### src/rtl/alu_cmd_sequencer_if.sv
// Command / response handshake bundle for alu_cmd_sequencer.
//   master : command source / response sink (host, CPU, testbench)
//   slave  : the sequencer
// Signals:
//   cmd_valid/cmd_ready   command handshake
//   cmd_op/cmd_a/cmd_b    opcode and operands
//   cmd_use_acc           take operand A from the accumulator (ALU_SEQ_ACCUM_EN only)
//   rsp_valid/rsp_ready   response handshake
//   rsp_result/rsp_carry  captured ALU outputs
//   rsp_err               illegal opcode indication
interface alu_cmd_sequencer_if #(
    parameter int WIDTH = 8
);
    logic             cmd_valid;
    logic             cmd_ready;
    logic [2:0]       cmd_op;
    logic [WIDTH-1:0] cmd_a;
    logic [WIDTH-1:0] cmd_b;
`ifdef ALU_SEQ_ACCUM_EN
    logic             cmd_use_acc;
`endif
    logic             rsp_valid;
    logic             rsp_ready;
    logic [WIDTH-1:0] rsp_result;
    logic             rsp_carry;
    logic             rsp_err;

`ifdef ALU_SEQ_ACCUM_EN
    modport master (output cmd_valid, cmd_op, cmd_a, cmd_b, cmd_use_acc, rsp_ready,
                    input  cmd_ready, rsp_valid, rsp_result, rsp_carry, rsp_err);
    modport slave  (input  cmd_valid, cmd_op, cmd_a, cmd_b, cmd_use_acc, rsp_ready,
                    output cmd_ready, rsp_valid, rsp_result, rsp_carry, rsp_err);
`else
    modport master (output cmd_valid, cmd_op, cmd_a, cmd_b, rsp_ready,
                    input  cmd_ready, rsp_valid, rsp_result, rsp_carry, rsp_err);
    modport slave  (input  cmd_valid, cmd_op, cmd_a, cmd_b, rsp_ready,
                    output cmd_ready, rsp_valid, rsp_result, rsp_carry, rsp_err);
`endif
endinterface

### src/rtl/alu_cmd_sequencer.sv
// alu_cmd_sequencer: command-side driver for the combinational 8-bit ALU.
// Takes one {opcode, A, B} command at a time, registers it onto the ALU
// inputs, waits ALU_LAT cycles, captures result/carry and returns them
// over the response handshake. Illegal opcodes (110/111) skip the wait and
// respond with rsp_err=1 and zero data.
//
// Ports:
//   clk, rst            clock, synchronous active-high reset
//   bus (slave)         command/response handshake (alu_cmd_sequencer_if)
//   alu_a/alu_b         registered ALU operands (hold between commands)
//   alu_opcode          registered ALU opcode
//   alu_result/carry    ALU outputs, sampled at the end of the wait
//   busy                high outside IDLE
//   op_count            completed responses since reset, wraps
//
// Optional build macro ALU_SEQ_ACCUM_EN: adds bus.cmd_use_acc and an
// accumulator that tracks the last good result; when cmd_use_acc=1 the
// accumulator replaces cmd_a as ALU operand A.
//
// state | meaning
// IDLE  | cmd_ready=1, waiting for a command
// WAIT  | ALU inputs driven, counting down the settle time
// RESP  | rsp_valid=1, holding the response until rsp_ready
module alu_cmd_sequencer #(
    parameter int WIDTH   = 8,
    parameter int ALU_LAT = 1,
    parameter int CNT_W   = 8
) (
    input  logic                clk,
    input  logic                rst,
    alu_cmd_sequencer_if.slave  bus,
    output logic [WIDTH-1:0]    alu_a,
    output logic [WIDTH-1:0]    alu_b,
    output logic [2:0]          alu_opcode,
    input  logic [WIDTH-1:0]    alu_result,
    input  logic                alu_carry,
    output logic                busy,
    output logic [CNT_W-1:0]    op_count
);
    typedef enum logic [1:0] {IDLE, WAIT, RESP} state_t;

    localparam logic [3:0] WAIT_INIT = 4'(ALU_LAT - 1);

    state_t     state_q, state_d;
    logic [3:0] wait_cnt;
    logic       op_legal;
    logic       cmd_fire;
    logic       wait_done;
    logic       rsp_fire;

`ifdef ALU_SEQ_ACCUM_EN
    logic [WIDTH-1:0] acc_q;
`endif

    always_ff @(posedge clk) begin
        if (rst) state_q <= IDLE;
        else     state_q <= state_d;
    end

    always_comb begin
        state_d   = state_q;
        cmd_fire  = 1'b0;
        wait_done = 1'b0;
        rsp_fire  = 1'b0;
        op_legal  = (bus.cmd_op <= 3'd5);
        case (state_q)
            IDLE: if (bus.cmd_valid) begin
                cmd_fire = 1'b1;
                state_d  = op_legal ? WAIT : RESP;
            end
            WAIT: if (wait_cnt == 4'd0) begin
                wait_done = 1'b1;
                state_d   = RESP;
            end
            RESP: if (bus.rsp_ready) begin
                rsp_fire = 1'b1;
                state_d  = IDLE;
            end
            default: state_d = IDLE;
        endcase
    end

    // Handshake outputs are decoded from state only, never from cmd_valid.
    assign bus.cmd_ready = (state_q == IDLE);
    assign bus.rsp_valid = (state_q == RESP);
    assign busy          = (state_q != IDLE);

    always_ff @(posedge clk) begin
        if (rst) begin
            alu_a          <= '0;
            alu_b          <= '0;
            alu_opcode     <= '0;
            wait_cnt       <= '0;
            bus.rsp_result <= '0;
            bus.rsp_carry  <= 1'b0;
            bus.rsp_err    <= 1'b0;
            op_count       <= '0;
`ifdef ALU_SEQ_ACCUM_EN
            acc_q          <= '0;
`endif
        end else begin
            if (cmd_fire) begin
                // ALU registers load even for illegal opcodes.
`ifdef ALU_SEQ_ACCUM_EN
                alu_a <= bus.cmd_use_acc ? acc_q : bus.cmd_a;
`else
                alu_a <= bus.cmd_a;
`endif
                alu_b      <= bus.cmd_b;
                alu_opcode <= bus.cmd_op;
                wait_cnt   <= WAIT_INIT;
                if (!op_legal) begin
                    bus.rsp_result <= '0;
                    bus.rsp_carry  <= 1'b0;
                    bus.rsp_err    <= 1'b1;
                end
            end
            if (state_q == WAIT && wait_cnt != 4'd0)
                wait_cnt <= wait_cnt - 4'd1;
            if (wait_done) begin
                bus.rsp_result <= alu_result;
                bus.rsp_carry  <= alu_carry;
                bus.rsp_err    <= 1'b0;
            end
            if (rsp_fire) begin
                op_count <= op_count + 1'b1;
`ifdef ALU_SEQ_ACCUM_EN
                if (!bus.rsp_err) acc_q <= bus.rsp_result;
`endif
            end
        end
    end
endmodule

### src/flat_wrapper.sv
// flat-port wrapper written by rule: the top's interface ports become plain ports
module alu_cmd_sequencer_flat 
#(
    parameter int WIDTH   = 8,
    parameter int ALU_LAT = 1,
    parameter int CNT_W   = 8
)
  (clk, rst, alu_a, alu_b, alu_opcode, alu_result, alu_carry, busy, op_count, bus_cmd_valid, bus_cmd_op, bus_cmd_a, bus_cmd_b, bus_rsp_ready, bus_cmd_ready, bus_rsp_valid, bus_rsp_result, bus_rsp_carry, bus_rsp_err);
  alu_cmd_sequencer_if #(.WIDTH(WIDTH)) bus_i ();
  input  logic clk;
  input  logic rst;
  output logic [WIDTH-1:0] alu_a;
  output logic [WIDTH-1:0] alu_b;
  output logic [2:0] alu_opcode;
  input  logic [WIDTH-1:0] alu_result;
  input  logic alu_carry;
  output logic busy;
  output logic [CNT_W-1:0] op_count;
  input wire logic [$bits(bus_i.cmd_valid)-1:0] bus_cmd_valid;
  input wire logic [$bits(bus_i.cmd_op)-1:0] bus_cmd_op;
  input wire logic [$bits(bus_i.cmd_a)-1:0] bus_cmd_a;
  input wire logic [$bits(bus_i.cmd_b)-1:0] bus_cmd_b;
  input wire logic [$bits(bus_i.rsp_ready)-1:0] bus_rsp_ready;
  output wire logic [$bits(bus_i.cmd_ready)-1:0] bus_cmd_ready;
  output wire logic [$bits(bus_i.rsp_valid)-1:0] bus_rsp_valid;
  output wire logic [$bits(bus_i.rsp_result)-1:0] bus_rsp_result;
  output wire logic [$bits(bus_i.rsp_carry)-1:0] bus_rsp_carry;
  output wire logic [$bits(bus_i.rsp_err)-1:0] bus_rsp_err;
  assign bus_i.cmd_valid = bus_cmd_valid;
  assign bus_i.cmd_op = bus_cmd_op;
  assign bus_i.cmd_a = bus_cmd_a;
  assign bus_i.cmd_b = bus_cmd_b;
  assign bus_i.rsp_ready = bus_rsp_ready;
  assign bus_cmd_ready = bus_i.cmd_ready;
  assign bus_rsp_valid = bus_i.rsp_valid;
  assign bus_rsp_result = bus_i.rsp_result;
  assign bus_rsp_carry = bus_i.rsp_carry;
  assign bus_rsp_err = bus_i.rsp_err;
  alu_cmd_sequencer #(.WIDTH(WIDTH), .ALU_LAT(ALU_LAT), .CNT_W(CNT_W)) u_core (.clk(clk), .rst(rst), .bus(bus_i), .alu_a(alu_a), .alu_b(alu_b), .alu_opcode(alu_opcode), .alu_result(alu_result), .alu_carry(alu_carry), .busy(busy), .op_count(op_count));
endmodule
### config.mk
export PLATFORM = sky130hd
export DESIGN_NAME = alu_cmd_sequencer_flat
export DESIGN_NICKNAME = d
export VERILOG_FILES = /design/src/rtl/alu_cmd_sequencer_if.sv /design/src/rtl/alu_cmd_sequencer.sv /design/src/flat_wrapper.sv
export SDC_FILE = /design/constraint.sdc
export NUM_CORES = 1
export LEC_CHECK = 0
export ABC_AREA = 1
export CAP_MARGIN = 20
export CORE_MARGIN = 3
export CORE_UTILIZATION = 31
export DETAILED_ROUTE_END_ITERATION = 10
export PLACE_DENSITY = 0.66
export SYNTH_ARGS = -nofsm -noshare
export SYNTH_HDL_FRONTEND = slang
export SYNTH_SLANG_ARGS = --single-unit
export TNS_END_PERCENT = 10
### constraint.sdc
create_clock -name clk -period 1.4 [get_ports clk]
set_clock_uncertainty 0.05 [all_clocks]
set_input_delay 0.28 -clock clk [delete_from_list [all_inputs] [get_ports clk]]
set_output_delay 0.28 -clock clk [all_outputs]
set_load 0.01 [all_outputs]
==> results_dict.tcl <==
set metrics [dict create \
    root_buffer "clkbuf_8" \
    coreArea_um2 5540 \
    rr_endpoint "u_core.wait_cnt[0]" \
    clockPowerShare_pct 31.6 \
    avgSynthCellArea_um2 7.598 \
    grt_pass1_vias 1596 \
    path_class "reg2out" \
    synthMuxAreaShare_pct 0 \
    ioPinCount 72 \
    antenna_found_initial 0 \
    overflow 0 \
    holdBufCountCts 0 \
    finalSetupTns_ns 0 \
    drt-total-wl_um 4487 \
    outcome "finished, final reports clean" \
    finalCritPeriodShare_pct 97.89 \
    netlist_top_cells_area "dfxtp_1 (48%), nor2_1 (10%), nand2_1 (7.4%)" \
    global_route.usage.total_pct 13.62 \
    finalNetCount 352 \
    timing.final.crit_period_ns 1.371 \
    crit_path_max_incr_delay_ns 0.35 \
    cts-buffers-inserted 5 \
    drtAntennaViolNets 0 \
    post_dp_cell_area_um2 2635 \
    clock_sinks 43 \
    synth_top_family_by_area "simple AND/OR/NAND/NOR gates" \
    floorplan.die_area_um2 6706 \
    total_power_w 0.002974 \
    worstSetupEndpoint "bus_cmd_ready" \
    p_sw_w 0.0008093 \
    floorplan.initialDensity_pct 32.23 \
    setup.worst_path.start "u_core.state_q[1]" \
    gp_congestion 0.7679 \
    io_buffers 71 \
    post_cts_buffers 0 \
    finalHoldViolCount 0 \
    fmax_ghz 0.7297 \
    ys_top_cells_by_count "nor2_1 (48), dfxtp_1 (43), nand2_1 (35)" \
    area_growth_pct 51.65 \
    crit_path_start_kind "register" \
    power_density_nw_per_um2 1098 \
    critPathCaptureType "output port" \
    hpwlAfterDp_um 3263 \
    r2r_slack_ns 0.09 \
    cts_tree "done" \
    synthXorXnorAreaFrac_pct 1.472 \
    rsz0062_at_grt "yes" \
    avgViaCountPerCell 4.459 \
    wl_per_cell_um 11.51 \
    netSwitchingFraction_pct 27.21 \
    synth.most_common_cell "nor2_1" \
    die_w_um 81.89 \
    peakVddDrop_mv 0.4372 \
    die_h_um 81.89 \
    rr_startpoint "u_core.wait_cnt[0]" \
    yosysSeqAreaShare_pct 48.21 \
    path_max_fanout 3 \
    fillers 576 \
    antenna_cells 0 \
    synthArstFlopShare_pct 0 \
    grt_max_degree 27 \
    synthAdderAreaFrac_pct 1.402 \
    internal_power_w 0.002165 \
    syn_area_um2 1785 \
    vias 1739 \
    synth_compound_area_share_pct 11.35 \
    maxSlewViolCount 0 \
    drt_iter0_drc 61 \
    clk_pin_slew_ns 0.08 \
    synthCells 235 \
    cp_slowest_cell "dfxtp_2" \
    p_seq_share_pct 46.6 \
    synthesis.nets 269 \
    hold_path_class "reg2reg" \
    yosysTopAreaCellShare_pct 48.21 \
    yosysUniqueCellTypes 22 \
    worst_slew_pin_slew_ns 0.2640 \
    cap_viol_max_count 0 \
    synthSimpleGateAreaFrac_pct 28.17 \
    reg2reg_depth 7 \
    clk-insertion-delay-late_ns 0.29 \
    drive_gt1_share_pct 12.89 \
    worstPathArrival_ns 1.04 \
    p_comb_share_pct 21.8 \
    synth_edf_count 0 \
    drt_pre_antenna_iters 4 \
    worst_ep_required_time_ns 1.07 \
    holdWs_ns 0.3894 \
    utilization_pct 48.87 \
    finalSetupViolations 0 \
    std_cell_rows 27 \
    slew_headroom_pct 82.39 \
    path_cells "nor2_4 > dlygate4sd2_1" \
    htreeDepth 2 \
    p_leak_nw 1.284 \
    cts_max_path_buffers 2 \
    drc 0 \
    grt_pass1_wl_um 7134 \
    synth-main-ff-cell "dfxtp_1" \
    design_area_um2 2708 \
    ys_warn_count 0 \
    synth_top_area_cell "dfxtp_1" \
    ys_ff_latch 43 \
]
cells in the final DEF (no fill, tap or decap), types with 2 or more instances in the layout:
cell	count
clkbuf_8	5
clkdlybuf4s50_1	31
xor2_1	3
o21ai_1	4
a21oi_1	19
ha_1	2
nor2_4	2
dfxtp_1	39
nor2_1	47
nand3_1	18
clkdlybuf4s15_2	2
inv_1	19
dfxtp_2	4
buf_4	13
nand4_1	5
nand3_2	3
dlygate4sd2_1	37
inv_2	5
o21ai_0	16
nand2_1	35
power groups by stage:
stage / Combinational, W / Clock, W / Sequential, W
global placement: 0.000717 / 0 / 0.00141
finish: 0.000650 / 0.000939 / 0.00139
global route: 0.000725 / 0.00102 / 0.00140
detailed placement: 0.000725 / 0 / 0.00142
floorplan: 0.000302 / 0 / 0.00145
CTS: 0.000657 / 0.000969 / 0.00139
per-stage QoR:
stage	setup WS, ns	instances
2_1_floorplan	0.2165	235
3_3_place_gp	-0.08249	383
3_5_place_dp	-0.1359	383
4_1_cts	-0.1300	390
5_1_grt	-0.04738	390
6_report	0.02949	390
registers in the layout, indices dropped and copies added (netlist names):
signal,flops
u_core.alu_b,8
u_core.bus.rsp_err,1
u_core.bus.rsp_result,8
u_core.op_count,8
u_core.bus.rsp_carry,1
u_core.state_q,2
u_core.alu_a,8
u_core.wait_cnt,4
u_core.alu_opcode,3
routing by layer:
layer / up-vias / GRT usage (%) / share of wire, %
met3: 4 / 3.838 / 6.7
li1: 915 / - / -
met2: 56 / 22.54 / 46
met4: 0 / 3.987 / 0.74
met5: - / 0 / 0
met1: 764 / 17.19 / 46
what timing repair did:
item / in CTS / in global routing
endpoints found under the hold margin: 0 / 0
setup endpoints to repair: 40 / 8
gates resized for setup: 48 / 2
how the worst min path moves through the flow:
| stage | slack, ns | to | start | cells after the start |
|---|---|---|---|---|
| 4_1_cts | 0.40 | u_core.bus.rsp_err | u_core.bus.rsp_err | 2 |
| 5_1_grt | 0.42 | u_core.bus.rsp_err | u_core.bus.rsp_err | 2 |
| 3_3_place_gp | 0.38 | u_core.bus.rsp_err | u_core.bus.rsp_err | 2 |
| 2_1_floorplan | 0.37 | u_core.alu_opcode[2] | bus_cmd_op[2] | 2 |
| 3_5_place_dp | 0.38 | u_core.bus.rsp_err | u_core.bus.rsp_err | 2 |
| 6_report | 0.39 | u_core.bus.rsp_err | u_core.bus.rsp_err | 2 |
worst max-delay path: cells and delay by family, from the launching register on:
kind | cells | cell delay, ns
buffers and inverters | 1 | 0.28
DFF | 1 | 0.35
and+or+nand+nor | 1 | 0.13
cells by family (layout without fill, tap and decap cells):
| kind of cell | Yosys count | count (layout) |
|---|---|---|
| buffers and inverters | 34 | 117 |
| and+or+nand+nor | 113 | 113 |
| adders and majority gates | 2 | 2 |
| xor gates and xnor gates | 3 | 3 |
| DFF | 43 | 43 |
| AOI/OAI and AO/OA | 40 | 40 |
cell type report:
cell class                 instances  area (um2)  share of cell area (%)
sequential                        43       865.8                   31.98
timing repair buffer              85       787.0                   29.07
multi-input combinational        158       759.5                   28.05
inverter                          25       98.84                   3.651
tap                               72       90.09                   3.327
clock buffer                       5       68.82                   2.542
clock inverter                     2       37.54                   1.386
No activity file was read; power rests on OpenSTA's default activity.
